==> src/rtl/pc_sequencer.sv <==
// pc_sequencer: owns the architectural PC and EPC, selects the next PC from
// NUM_SRC packed candidates, evaluates branch conditions and sequences
// exception entry (RUN -> VECTOR -> RUN) and return.
// Optional feature macro: PC_ALIGN_CHECK_EN (adds align_err, blocks
// misaligned targets and turns a misaligned source write into a cause-3 trap).
module pc_sequencer #(
  parameter int               WIDTH      = 32,
  parameter int               NUM_SRC    = 5,
  parameter int               SEL_W      = 3,
  parameter logic [WIDTH-1:0] RESET_PC   = '0,
  parameter logic [WIDTH-1:0] EXC_BASE   = 'h0000_00FC,
  parameter int               EPC_OFFSET = 4
) (
  input  logic                     clk,
  input  logic                     reset,
  input  logic [NUM_SRC*WIDTH-1:0] src_bus,
  input  logic [SEL_W-1:0]         sel,
  input  logic                     pc_write,
  input  logic                     pc_write_cond,
  input  logic [1:0]               cond_mode,
  input  logic                     zero,
  input  logic                     neg,
  input  logic                     exc_req,
  input  logic [1:0]               exc_cause,
  input  logic                     eret,
  output logic [WIDTH-1:0]         pc,
  output logic [WIDTH-1:0]         epc,
  output logic [1:0]               cause_q,
  output logic                     exc_busy,
  output logic                     redirect,
`ifdef PC_ALIGN_CHECK_EN
  output logic                     sel_err,
  output logic                     align_err
`else
  output logic                     sel_err
`endif
);

  typedef enum logic {RUN, VECTOR} state_t;

  state_t           state, state_nxt;
  logic [WIDTH-1:0] pc_nxt, epc_nxt, src_sel, vec_pc, epc_cap;
  logic [1:0]       cause_nxt;
  logic             cond_true, take, sel_ok;
  logic             pend, pend_nxt;

  // Branch condition decode and overall write enable.
  always_comb begin
    cond_true = 1'b0;
    unique case (cond_mode)
      2'b00: cond_true = zero;
      2'b01: cond_true = ~zero;
      2'b10: cond_true = neg | zero;
      2'b11: cond_true = ~(neg | zero);
    endcase
    take = pc_write | (pc_write_cond & cond_true);
  end

  // Candidate mux; out-of-range selects flag an error instead of loading.
  always_comb begin
    src_sel = '0;
    sel_ok  = (int'(sel) < NUM_SRC);
    for (int i = 0; i < NUM_SRC; i++)
      if (int'(sel) == i) src_sel = src_bus[i*WIDTH +: WIDTH];
  end

  assign vec_pc  = EXC_BASE + (WIDTH'(cause_q) << 2);
  assign epc_cap = pc - WIDTH'(EPC_OFFSET);

  // Next-state, register updates and per-cycle pulses.
  always_comb begin
    state_nxt = state;
    pc_nxt    = pc;
    epc_nxt   = epc;
    cause_nxt = cause_q;
    pend_nxt  = 1'b0;
    exc_busy  = 1'b0;
    redirect  = 1'b0;
    sel_err   = 1'b0;
`ifdef PC_ALIGN_CHECK_EN
    align_err = 1'b0;
`endif
    if (state == VECTOR) begin
      exc_busy  = 1'b1;
      state_nxt = RUN;
`ifdef PC_ALIGN_CHECK_EN
      if (vec_pc[1:0] != 2'b00) align_err = 1'b1;
      else begin pc_nxt = vec_pc; redirect = 1'b1; end
`else
      pc_nxt   = vec_pc;
      redirect = 1'b1;
`endif
    end else if (exc_req) begin
      epc_nxt   = epc_cap;
      cause_nxt = exc_cause;
      state_nxt = VECTOR;
    end else if (pend) begin
      // Deferred trap from last cycle's misaligned source write.
      epc_nxt   = epc_cap;
      cause_nxt = 2'b11;
      state_nxt = VECTOR;
    end else if (eret) begin
`ifdef PC_ALIGN_CHECK_EN
      if (epc[1:0] != 2'b00) align_err = 1'b1;
      else begin pc_nxt = epc; redirect = 1'b1; end
`else
      pc_nxt   = epc;
      redirect = 1'b1;
`endif
    end else if (take) begin
      if (!sel_ok) sel_err = 1'b1;
`ifdef PC_ALIGN_CHECK_EN
      else if (src_sel[1:0] != 2'b00) begin
        align_err = 1'b1;
        pend_nxt  = 1'b1;
      end
`endif
      else begin
        pc_nxt   = src_sel;
        redirect = 1'b1;
      end
    end
    if (reset) begin
      exc_busy = 1'b0;
      redirect = 1'b0;
      sel_err  = 1'b0;
`ifdef PC_ALIGN_CHECK_EN
      align_err = 1'b0;
`endif
    end
  end

  // State and architectural registers, synchronous reset.
  always_ff @(posedge clk) begin
    if (reset) begin
      state   <= RUN;
      pc      <= RESET_PC;
      epc     <= '0;
      cause_q <= 2'b00;
      pend    <= 1'b0;
    end else begin
      state   <= state_nxt;
      pc      <= pc_nxt;
      epc     <= epc_nxt;
      cause_q <= cause_nxt;
      pend    <= pend_nxt;
    end
  end

endmodule

==> config.mk <==
export PLATFORM = sky130hd
export DESIGN_NAME = pc_sequencer
export DESIGN_NICKNAME = d
export VERILOG_FILES = /design/src/rtl/pc_sequencer.sv
export SDC_FILE = /design/constraint.sdc
export NUM_CORES = 1
export LEC_CHECK = 0
export ABC_CLOCK_PERIOD_IN_PS = 2210
export BUFFER_PORTS_ARGS = -buffer_cell sky130_fd_sc_hd__buf_2
export CAP_MARGIN = 40
export CORE_MARGIN = 10
export CORE_UTILIZATION = 30
export DETAILED_ROUTE_END_ITERATION = 6
export GPL_ROUTABILITY_DRIVEN = 0
export SYNTH_ARGS = -nofsm -noshare
export SYNTH_HDL_FRONTEND = slang
export SYNTH_SLANG_ARGS = --single-unit
==> constraint.sdc <==
create_clock -name clk -period 2.21 [get_ports clk]
set_input_delay 0.1105 -clock clk [delete_from_list [all_inputs] [get_ports clk]]
set_output_delay 0.1105 -clock clk [all_outputs]
set_load 0.02 [all_outputs]
-- After elaboration in Yosys (flattened, before gate mapping)
Cells that the tools add are included.
- add/sub/neg operators: 2
- $lt $le $gt $ge: 1
- equal/unequal tests: 8
- mux-type cells: 28
- bitwise logic cells: 6
- reductions and logical operators: 7
- operators by type and width (kind ; number):
    32-bit 2-to-1 mux ; 11
    32-bit by 3-bit subtractor with 32-bit output, second input constant ; 1
    1-bit 2-to-1 mux ; 15
    8-bit by 4-bit adder with 9-bit output, first input constant ; 1
    3-bit equality test, second input constant ; 3
    3-bit nonzero test ; 2
    2-bit equality test, second input constant ; 2
    1-bit case mux with 4 select lines ; 1
    3-bit by 2-bit equality test with 1-bit output, second input constant ; 1
    3-bit logical NOT ; 1
    3-bit < comparator, second input constant ; 1
    1-bit inverter ; 3
    3-bit AND reduction ; 1
    2-bit by 1-bit equality test with 1-bit output, second input constant ; 1
    2-bit logical NOT ; 1
    2-bit 2-to-1 mux ; 1
    2-bit by 1-bit inequality test with 1-bit output, second input constant ; 1
    1-bit bitwise OR ; 2
    2-bit AND reduction ; 1
    2-bit OR reduction ; 1
    1-bit AND ; 1
- bits in registers: 67
- input port bits: 175
- output and inout bits: 69
- logic and storage cells: 56

-- Depth between registers and ports, before layout
Gate-level depths: netlist of the first run.
- depth in word-level cells: 11
- depth in mapped cells: 8
- gate-level depth less buffers: 7

-- Least setup slack after synthesis of the first run
OpenSTA, ideal clock, no wires.
- path kind: reg-to-reg
- from: reg pc[19]
- to: reg epc[28]
- setup time: 0.079 ns
- arrival time: 2.025 ns
- required time: 2.131 ns
- path slack: 0.105 ns
- stages on the path, launching flop included: 6
- buffers on the path: 0
- clock period less this slack: 2.105 ns
- path through: dfxtp_1 -> or4_4 -> or4_4 -> nor4_2 -> xnor2_1 -> a211oi_2
- cells in the longest elaborated chain, start to end: 2
- ends and longest elaborated chain (what ; RTL line ; source):
    start, declared ; 26 ; output logic [WIDTH-1:0] pc,
    start signal, assigned ; 143 ; pc <= pc_nxt;
    32-bit by 3-bit subtractor with 32-bit output ; 68 ; assign epc_cap = pc - WIDTH'(EPC_OFFSET);
    32-bit 2-to-1 mux ; 93 ; end else if (exc_req) begin
    end signal, assigned ; 144 ; epc <= epc_nxt;
    end, declared ; 27 ; output logic [WIDTH-1:0] epc,
No other way between the ends. The select of a mux whose other input is x is not followed.
A chain may end at the register's enable or synchronous reset.

-- Final worst setup path of the first run
Same ends and word-level chain as after synthesis.

==> results of run 1 <==
-- kinds of logic after synthesis --
family                     after synthesis  share of synthesized area
AOI/OAI and AO/OA                      184                      0.307
and+or+nand+nor                        167                      0.185
DFF                                     67                      0.304
buffers and inverters                   65                     0.0581
muxes                                   42                      0.100
xor gates and xnor gates                20                     0.0397
adders and majority gates                2                    0.00567
-- final cells by class --
cell class,instances,area [um^2]
Fill cell,1522,8250
Multi-Input combinational cell,415,2850
Tap cell,184,230
Sequential cell,67,1340
Timing Repair Buffer,271,1470
Clock inverter,6,41.3
Inverter,17,63.8
Clock buffer,10,239
-- worst max path at each step --
stage | from | endpoint | slack (ns)
floorplan | pc[19] | epc[28] | 0.11
global placement | pc[19] | epc[30] | 0.21
detailed placement | pc[2] | epc[19] | 0.14
CTS | pc[2] | epc[19] | 0.14
global route | pc[2] | epc[20] | 0.006
finish | pc[19] | epc[28] | 0.17
-- power breakdown --
part	internal (uW)	total, uW	switching (uW)
registers	1300	1400	96.4
clock network	786	1330	541
logic	545	1230	688
total	2630	3960	1330
-- metrics by stage --
stage / instance area, um^2 / util / cells
floorplan: 4410 / - / 547
finish: 6230 / 0.430 / 970
global route: 6230 / 0.430 / 970
detailed placement: 5930 / 0.410 / 953
global placement: 5900 / 0.408 / 951
CTS: 6220 / 0.430 / 970
-- tightest hold or removal path: cells and delay by family --
family,cells,cell delay (ns)
AND/OR/NAND/NOR,1,0.05
AO/OA/AOI/OAI,1,0.05
buffers and inverters,1,0.10
-- Yosys cell counts (3+ instances only) --
cell type  number
a32o_1         24
or3_2           3
buf_2           4
nor3b_1         3
nor2b_1         5
or3_1           3
a311oi_1        6
nor2_1         73
o22ai_1         7
nand2_1        36
a22oi_1         4
o22a_1         23
and3b_1         3
o21ai_0        12
dfxtp_1        67
buf_1           3
nor4_2          3
inv_1          16
xor2_1          5
o211ai_1       25
clkbuf_1       39
xnor2_1        15
nor4_1          4
o31a_1          3
mux2_2          7
a21oi_1        42
nand3_1         3
nor3_1         13
mux2i_1        34
a211oi_1       27
nand2b_1        7
-- flip-flops by register name, summed over array words and instances, names as in the netlist --
| register | count |
|---|---|
| pc | 32 |
| state | 1 |
| epc | 32 |
| cause_q | 2 |
-- timing repair --
item | 4_1_cts | 5_1_grt
endpoints found under the hold margin | 1 | 0
hold buffers | 1 | 0
resized for setup | 0 | 2
endpoints found under the setup margin | 0 | 2
-- layer usage --
layer,share of wire,vias up,global-route usage
met5,0,-,0
met4,0.0064,0,0.0261
met3,0.077,11,0.0624
met2,0.48,145,0.280
met1,0.44,2323,0.213
li1,-,2524,-
==> results.sh, run 1 <==
export IMPL_r2r_end="epc[28]"
export IMPL_holdPathStages=3
export IMPL_drtAntennaViolNets=0
export IMPL_ctsLongestPathBuffers=2
export IMPL_setup_violations_final=0
export IMPL_initial_core_util=0.305
export IMPL_cts_buffers=9
export IMPL_min_delay_start="exc_cause[1]"
export IMPL_peakVddDrop_mv=0.346
export IMPL_final_cell_mix="buf_2, nor2_1, dfxtp_1"
export IMPL_rsz0062_at_grt="no"
export IMPL_crit_path_max_incr_delay_ns=0.55
export IMPL_crit_type="reg -> reg"
export IMPL_num_rows=44
export IMPL_areaGrowthSynthToFinish_pct=41.1
export IMPL_synth_warnings=0
export IMPL_ios=244
export IMPL_critPathCaptureType="flip-flop"
export IMPL_report_final_slew_viol_count=0
export IMPL_regToRegStartpoint="pc[19]"
export IMPL_tightest_slew_ns=0.911
export IMPL_finalWorstPathRequiredPeriod_ns=2.04
export IMPL_die_w_um=141
export IMPL_min_path_type="in -> reg"
export IMPL_drt_iter0_drc=264
export IMPL_cp_start_kind="flip-flop"
export IMPL_crit_family="simple AND/OR/NAND/NOR gates"
export IMPL_fin_worst_skew_ns=0.00905
export IMPL_critPathMaxFanout=5
export IMPL_post_drt_wl_per_cell_um=18.4
export IMPL_tns_ns=0
export IMPL_antenna_found_initial=0
export IMPL_async_reset_ff_frac=0
export IMPL_die_h_um=141
export IMPL_hold_viol_final=0
export IMPL_numClockSinks=67
export IMPL_grt_pass1_wl_um=27600
export IMPL_worstPathRequired_ns=2.46
export IMPL_synth_edf_count=0
export IMPL_track_usage=0.171
export IMPL_viasPerCell=5.16
export IMPL_cts_setup_buffers=0
export IMPL_grt_pass1_vias=5153
export IMPL_portBuffers=243
export IMPL_firstDrtPassIters=4
export IMPL_p_total_uw=3960
export IMPL_r2r_slack_ns=0.17
export IMPL_wl_um=17800
export IMPL_cts_tree="yes"
export IMPL_synthCells=547
export IMPL_worstRegToRegCells=5
export IMPL_place_hpwl_um=14400
export IMPL_drv_cap=0
export IMPL_clkSlewWorstSetupHoldPaths_ns=0.06
export IMPL_crit_buf_inv=0
export IMPL_synth_nets=724
export IMPL_yosysSeqAreaShare=0.304
export IMPL_avgSynthCellArea_um2=8.07
export IMPL_core_um2=14500
export IMPL_drive_gt1_frac=0.403
export IMPL_synthTopCellsByArea="dfxtp_1, mux2i_1, nor2_1"
export IMPL_clk_latency_ns=0.33
export IMPL_cp_cell_sequence="or4_4, or4_4, nor4_2, xnor2_1, a211oi_2"
export IMPL_synth_ff_type="dfxtp_1"
export IMPL_setup_ws_ns=0.167
export IMPL_h_tree_depth=3
export IMPL_hold_slack_ns=0.0216
export IMPL_nNetsFinal=958
export IMPL_outcome="finished, final reports clean"
export IMPL_root_buffer="clkbuf_16"
export IMPL_die_area_um2=20000
export IMPL_maxSlewHeadroom=0.385
export IMPL_path_depth=5
export IMPL_final_common_cell="buf_2"
export IMPL_slowest_stage="or4_4"
export IMPL_ys_types=52
export IMPL_drc=0
export IMPL_synth_top_area_frac=0.304
export IMPL_arrival_ns=2.30
export IMPL_dpl_worst_slack_ns=0.138
export IMPL_fmax_mhz=489
export IMPL_grt_max_degree=56
export IMPL_crit_path_frequent_cell="or4_4"
export IMPL_yosys_area_top_type="dfxtp_1"
export IMPL_overflow=0
export IMPL_netlist_area_um2=4410
export IMPL_min_delay_worst_endpoint="cause_q[1]"
export IMPL_vias=5003
export IMPL_p_per_area_nw_per_um2=636
export IMPL_n_antenna_cell=0
export IMPL_synth_seq_cells=67
export IMPL_cellLeakagePower_uw=0.00277
export IMPL_fin_crit_sh=0.925
No activity file was read; power rests on OpenSTA's default activity.
==> run 2: changes to the inputs <==
HOLD_SLACK_MARGIN = 0.06   (was unset)
==> run 2 against run 1 <==
Compared with the run above: design area up 0.16%; clock power about the same; maximum frequency down 0.14%; sequential cell count unchanged; core utilization up 0.069 points; first-iteration DRC count up 4.9%; sequential share of layout area about the same; register-to-register slack about the same; highest routed layer unchanged.
==> results.sh, run 2 (synthesized netlist as in run 1, its figures left out) <==
export IMPL_outcome="finished, final reports clean"
export IMPL_maxSlewHeadroom=0.388
export IMPL_crit_start="pc[19]"
export IMPL_drt_iter0_drc=277
export IMPL_regToRegStartpoint="pc[19]"
export IMPL_holdPathStages=3
export IMPL_peakVddDrop_mv=0.354
export IMPL_critPathMaxFanout=5
export IMPL_h_tree_depth=3
export IMPL_setup_violations_final=0
export IMPL_report_final_slew_viol_count=0
export IMPL_cellLeakagePower_uw=0.00277
export IMPL_postLayoutCellArea_um2=6240
export IMPL_nNetsFinal=959
export IMPL_grt_pass1_wl_um=27600
export IMPL_power_frac_seq=0.352
export IMPL_root_buffer="clkbuf_16"
export IMPL_critPathCaptureType="flip-flop"
export IMPL_die_area_um2=20000
export IMPL_cts_tree="yes"
export IMPL_ctsLongestPathBuffers=2
export IMPL_num_rows=44
export IMPL_hold_slack_ns=0.136
export IMPL_cts_setup_buffers=0
export IMPL_p_comb_frac=0.311
export IMPL_p_clk_frac=0.336
export IMPL_track_usage=0.171
export IMPL_drv_cap=0
export IMPL_min_delay_start="src_bus[158]"
export IMPL_numClockSinks=67
export IMPL_finalWorstPathRequiredPeriod_ns=2.05
export IMPL_ios=244
export IMPL_arrival_ns=2.30
export IMPL_crit_type="reg -> reg"
export IMPL_min_path_type="in -> reg"
export IMPL_firstDrtPassIters=4
export IMPL_initial_core_util=0.305
export IMPL_p_sw_frac=0.336
export IMPL_fin_worst_skew_ns=0.00859
export IMPL_antenna_found_initial=0
export IMPL_areaGrowthSynthToFinish_pct=41.4
export IMPL_worstRegToRegCells=5
export IMPL_fin_crit_sh=0.926
export IMPL_grt_pass1_vias=5159
export IMPL_reg_top3="epc: 32 flops, pc: 32 flops, cause_q: 2 flops"
export IMPL_rsz0062_at_grt="no"
export IMPL_tightest_slew_ns=0.907
export IMPL_clk_latency_ns=0.34
export IMPL_n_antenna_cell=0
export IMPL_clkSlewWorstSetupHoldPaths_ns=0.05
export IMPL_utilization=0.431
export IMPL_overflow=0
export IMPL_grt_max_degree=56
export IMPL_wl_um=17900
export IMPL_viasPerCell=5.16
export IMPL_cts_buffers=9
export IMPL_post_drt_wl_per_cell_um=18.4
export IMPL_drive_gt1_frac=0.403
export IMPL_worstPathRequired_ns=2.47
export IMPL_hold_viol_final=0
export IMPL_switchingPower_uw=1330
export IMPL_vias=5013
export IMPL_die_w_um=141
export IMPL_fmax_mhz=489
export IMPL_cp_start_kind="flip-flop"
export IMPL_core_um2=14500
export IMPL_place_hpwl_um=14400
export IMPL_cellInternalPower_uw=2630
export IMPL_p_per_area_nw_per_um2=636
export IMPL_drtAntennaViolNets=0
export IMPL_final_common_cell="buf_2"
export IMPL_drc=0
export IMPL_placedInstanceArea_um2=5930
export IMPL_final_cell_mix="buf_2, nor2_1, dfxtp_1"
export IMPL_die_h_um=141
export IMPL_tns_ns=0
export IMPL_portBuffers=243
-- run 2: power by group through the flow --
stage	Combinational, uW	Clock (uW)	Sequential (uW)
after floorplan	651	0	1510
after global placement	1230	0	1420
after detailed placement	1240	0	1420
after CTS	1240	1360	1400
after global routing	1370	1410	1410
final	1240	1330	1400
-- run 2: worst paths after layout --
path                   to  slack, ns
setup / recovery  epc[28]       0.16
hold / removal     pc[30]       0.14
setup reg to reg  epc[28]       0.16
hold reg to reg    epc[0]       0.47
-- run 2: what timing repair did --
item                                   in CTS  in global routing
endpoints found under the hold margin       2                  0
resized for setup                           0                  2
hold buffers                                2                  0
setup endpoints to repair                   0                  2
-- run 2: metrics by stage --
stage / cells / power, uW / worst slack [ns]
floorplan: 547 / 2160 / 0.105
global placement: 951 / 2650 / 0.208
detailed placement: 953 / 2660 / 0.138
CTS: 971 / 4000 / 0.135
global route: 971 / 4200 / 0.00614
finish: 971 / 3970 / 0.164
-- run 2: cell type report --
class                   count  area [um^2]
clock buffers              10          239
flip-flops and latches     67         1340
inverters                  17         63.8
well taps                 184          230
clock inverters             6         41.3
multi-input cells         415         2850
fillers                  1521         8240
repair buffers            272         1480
-- run 2: metal layers --
layer,track usage,vias up,wire (um),share of wire
li1,-,2527,-,-
met1,0.213,2323,7670,0.43
met2,0.281,153,8600,0.48
met3,0.0621,10,1460,0.082
met4,0.0261,0,119,0.0067
met5,0,-,0,0
-- run 2: critical path: stages (launching register included) --
cell and delay, ns:
dfxtp_1 0.30, or4_4 0.55, or4_4 0.49, nor4_2 0.31
xnor2_1 0.12, a211oi_2 0.21
==> run 3: changes to the inputs <==
CAP_MARGIN = 20   (was 40)
CORE_UTILIZATION = 45   (was 30)
PLACE_DENSITY = 0.81   (was unset)
SETUP_SLACK_MARGIN = 0.5   (was unset)
==> run 3 against run 2 <==
Compared with the run above: wire length rose by 5.7%; combinational power is 19% higher; sequential cell count did not move; design area increased by 2.8%; clock-buffer cell count up 2; register-to-register slack about the same; critical path type unchanged; largest cell class unchanged.
==> results.sh, run 3 (synthesized netlist as in run 1, its figures left out) <==
export IMPL_outcome="finished, final reports clean"
export IMPL_nNetsFinal=975
export IMPL_peakVddDrop_mv=0.348
export IMPL_min_delay_worst_endpoint="pc[16]"
export IMPL_highest_signal_layer="met4"
export IMPL_critPathMaxFanout=5
export IMPL_fin_crit_sh=0.930
export IMPL_slowest_stage="or4_4"
export IMPL_r2r_end="epc[30]"
export IMPL_drt_iter0_drc=432
export IMPL_ios=244
export IMPL_tns_ns=0
export IMPL_grt_pass1_wl_um=28800
export IMPL_wl_um=18900
export IMPL_vias=5460
export IMPL_finalWorstPathRequiredPeriod_ns=2.06
export IMPL_grt_max_degree=30
export IMPL_h_tree_depth=3
export IMPL_arrival_ns=2.27
export IMPL_p_clk_frac=0.233
export IMPL_post_drt_wl_per_cell_um=20.2
export IMPL_clk_latency_ns=0.34
export IMPL_worstRegToRegCells=5
export IMPL_p_comb_frac=0.392
export IMPL_fin_cells=936
export IMPL_min_delay_start="src_bus[144]"
export IMPL_worstPathRequired_ns=2.43
export IMPL_regToRegStartpoint="pc[20]"
export IMPL_portBuffers=243
export IMPL_die_h_um=119
export IMPL_hold_viol_final=0
export IMPL_initial_core_util=0.456
export IMPL_crit_path_max_incr_delay_ns=0.52
export IMPL_hold_slack_ns=0.140
export IMPL_r2r_slack_ns=0.15
export IMPL_crit_path_frequent_cell="or4_4"
export IMPL_cp_start_kind="flip-flop"
export IMPL_p_sw_frac=0.365
export IMPL_report_final_slew_viol_count=0
export IMPL_rsz0062_at_grt="yes"
export IMPL_power_frac_seq=0.375
export IMPL_cellInternalPower_uw=2410
export IMPL_clkSlewWorstSetupHoldPaths_ns=0.07
export IMPL_cts_buffers=9
export IMPL_die_w_um=119
export IMPL_numClockSinks=67
export IMPL_num_rows=36
export IMPL_drive_gt1_frac=0.448
export IMPL_cts_tree="yes"
export IMPL_drtAntennaViolNets=0
export IMPL_fmax_mhz=486
export IMPL_dp_cells=893
export IMPL_root_buffer="clkbuf_8"
export IMPL_crit_type="reg -> reg"
export IMPL_p_per_area_nw_per_um2=591
export IMPL_die_area_um2=14200
export IMPL_final_cell_mix="buf_2, nor2_1, dfxtp_1"
export IMPL_reg_top3="epc: 32 flops, pc: 32 flops, cause_q: 2 flops"
export IMPL_cellLeakagePower_uw=0.00286
export IMPL_final_common_cell="buf_2"
export IMPL_holdPathStages=3
export IMPL_track_usage=0.247
export IMPL_maxSlewHeadroom=0.559
export IMPL_areaGrowthSynthToFinish_pct=45.4
export IMPL_overflow=0
export IMPL_core_um2=9680
export IMPL_ctsLongestPathBuffers=2
export IMPL_critPathCaptureType="flip-flop"
export IMPL_place_hpwl_um=14100
export IMPL_firstDrtPassIters=5
export IMPL_drc=0
export IMPL_met2RoutedLength_um=9770
export IMPL_met1_length_um=7180
export IMPL_antenna_found_initial=2
export IMPL_switchingPower_uw=1380
export IMPL_drv_cap=0
export IMPL_setup_violations_final=0
export IMPL_grt_pass1_vias=5582
export IMPL_cp_cell_sequence="or4_4, or4_4, nor4_4, xnor2_1, a211oi_2"
export IMPL_tightest_slew_ns=0.660
export IMPL_viasPerCell=5.83
export IMPL_wl_met3_um=1360
export IMPL_min_path_type="in -> reg"
export IMPL_fin_worst_skew_ns=0.00590
run 3: cell types whose count changed in the layout (fill, tap and decap cells not counted), moves of 4 or more:
cell,delta
buf_4,+14
dfxtp_1,-10
clkbuf_16,-9
clkbuf_8,+9
dfxtp_4,+7
nor3_1,-6
nor3_4,+6
nor4_4,+5
buf_6,+4
run 3: critical path, delay by kind of cell, from the launching register on:
kind            cells  cell delay, ns
compound gates      1            0.08
xor+xnor            1            0.16
flops               1            0.35
simple gates        3            1.34
run 3: routing by layer:
layer,global-route usage,vias to the layer above
met5,0,-
li1,-,2553
met1,0.283,2605
met3,0.0624,51
met4,0.0832,0
met2,0.437,251
run 3: how the worst max path moves through the flow:
stage	startpoint	endpoint	slack (ns)	depth (start not counted)
CTS	pc[20]	epc[29]	0.14	5
global route	pc[20]	epc[27]	0.12	5
global placement	pc[19]	epc[30]	0.15	5
detailed placement	pc[19]	epc[30]	0.13	5
floorplan	pc[19]	epc[28]	0.17	5
finish	pc[20]	epc[30]	0.15	5
run 3: cell type report:
cell class                      count  area [um^2]
Clock inverter                      3         15.0
Tap cell                          133          166
Fill cell                         839         3270
Inverter                           17         63.8
Clock buffer                       12          145
Sequential cell                    67         1370
Multi-Input combinational cell    415         3050
Timing Repair Buffer              288         1600
Antenna cell                        1         2.50
run 3: per-stage QoR:
stage               utilization  power (uW)  setup slack (ns)  instance area, um^2
floorplan                     -        2190             0.167                 4490
global placement          0.604        2620             0.146                 5850
detailed placement        0.604        2660             0.133                 5850
CTS                       0.649        3720             0.144                 6280
global route              0.663        3970             0.121                 6420
finish                    0.663        3790             0.154                 6420
run 3: power groups by stage:
stage / Clock, uW / Sequential [uW] / Combinational (uW)
2_1_floorplan: 0 / 1520 / 673
3_3_place_gp: 0 / 1430 / 1190
3_5_place_dp: 0 / 1440 / 1220
6_report: 884 / 1420 / 1480
5_1_grt: 948 / 1430 / 1590
4_1_cts: 898 / 1420 / 1400
run 3: what timing repair did:
action,CTS,global route
gates resized for setup,23,18
endpoints found under the hold margin,2,0
gates cloned,1,0
pin swaps,21,10
setup endpoints to repair,17,27
hold buffers,2,0
setup buffers,18,6
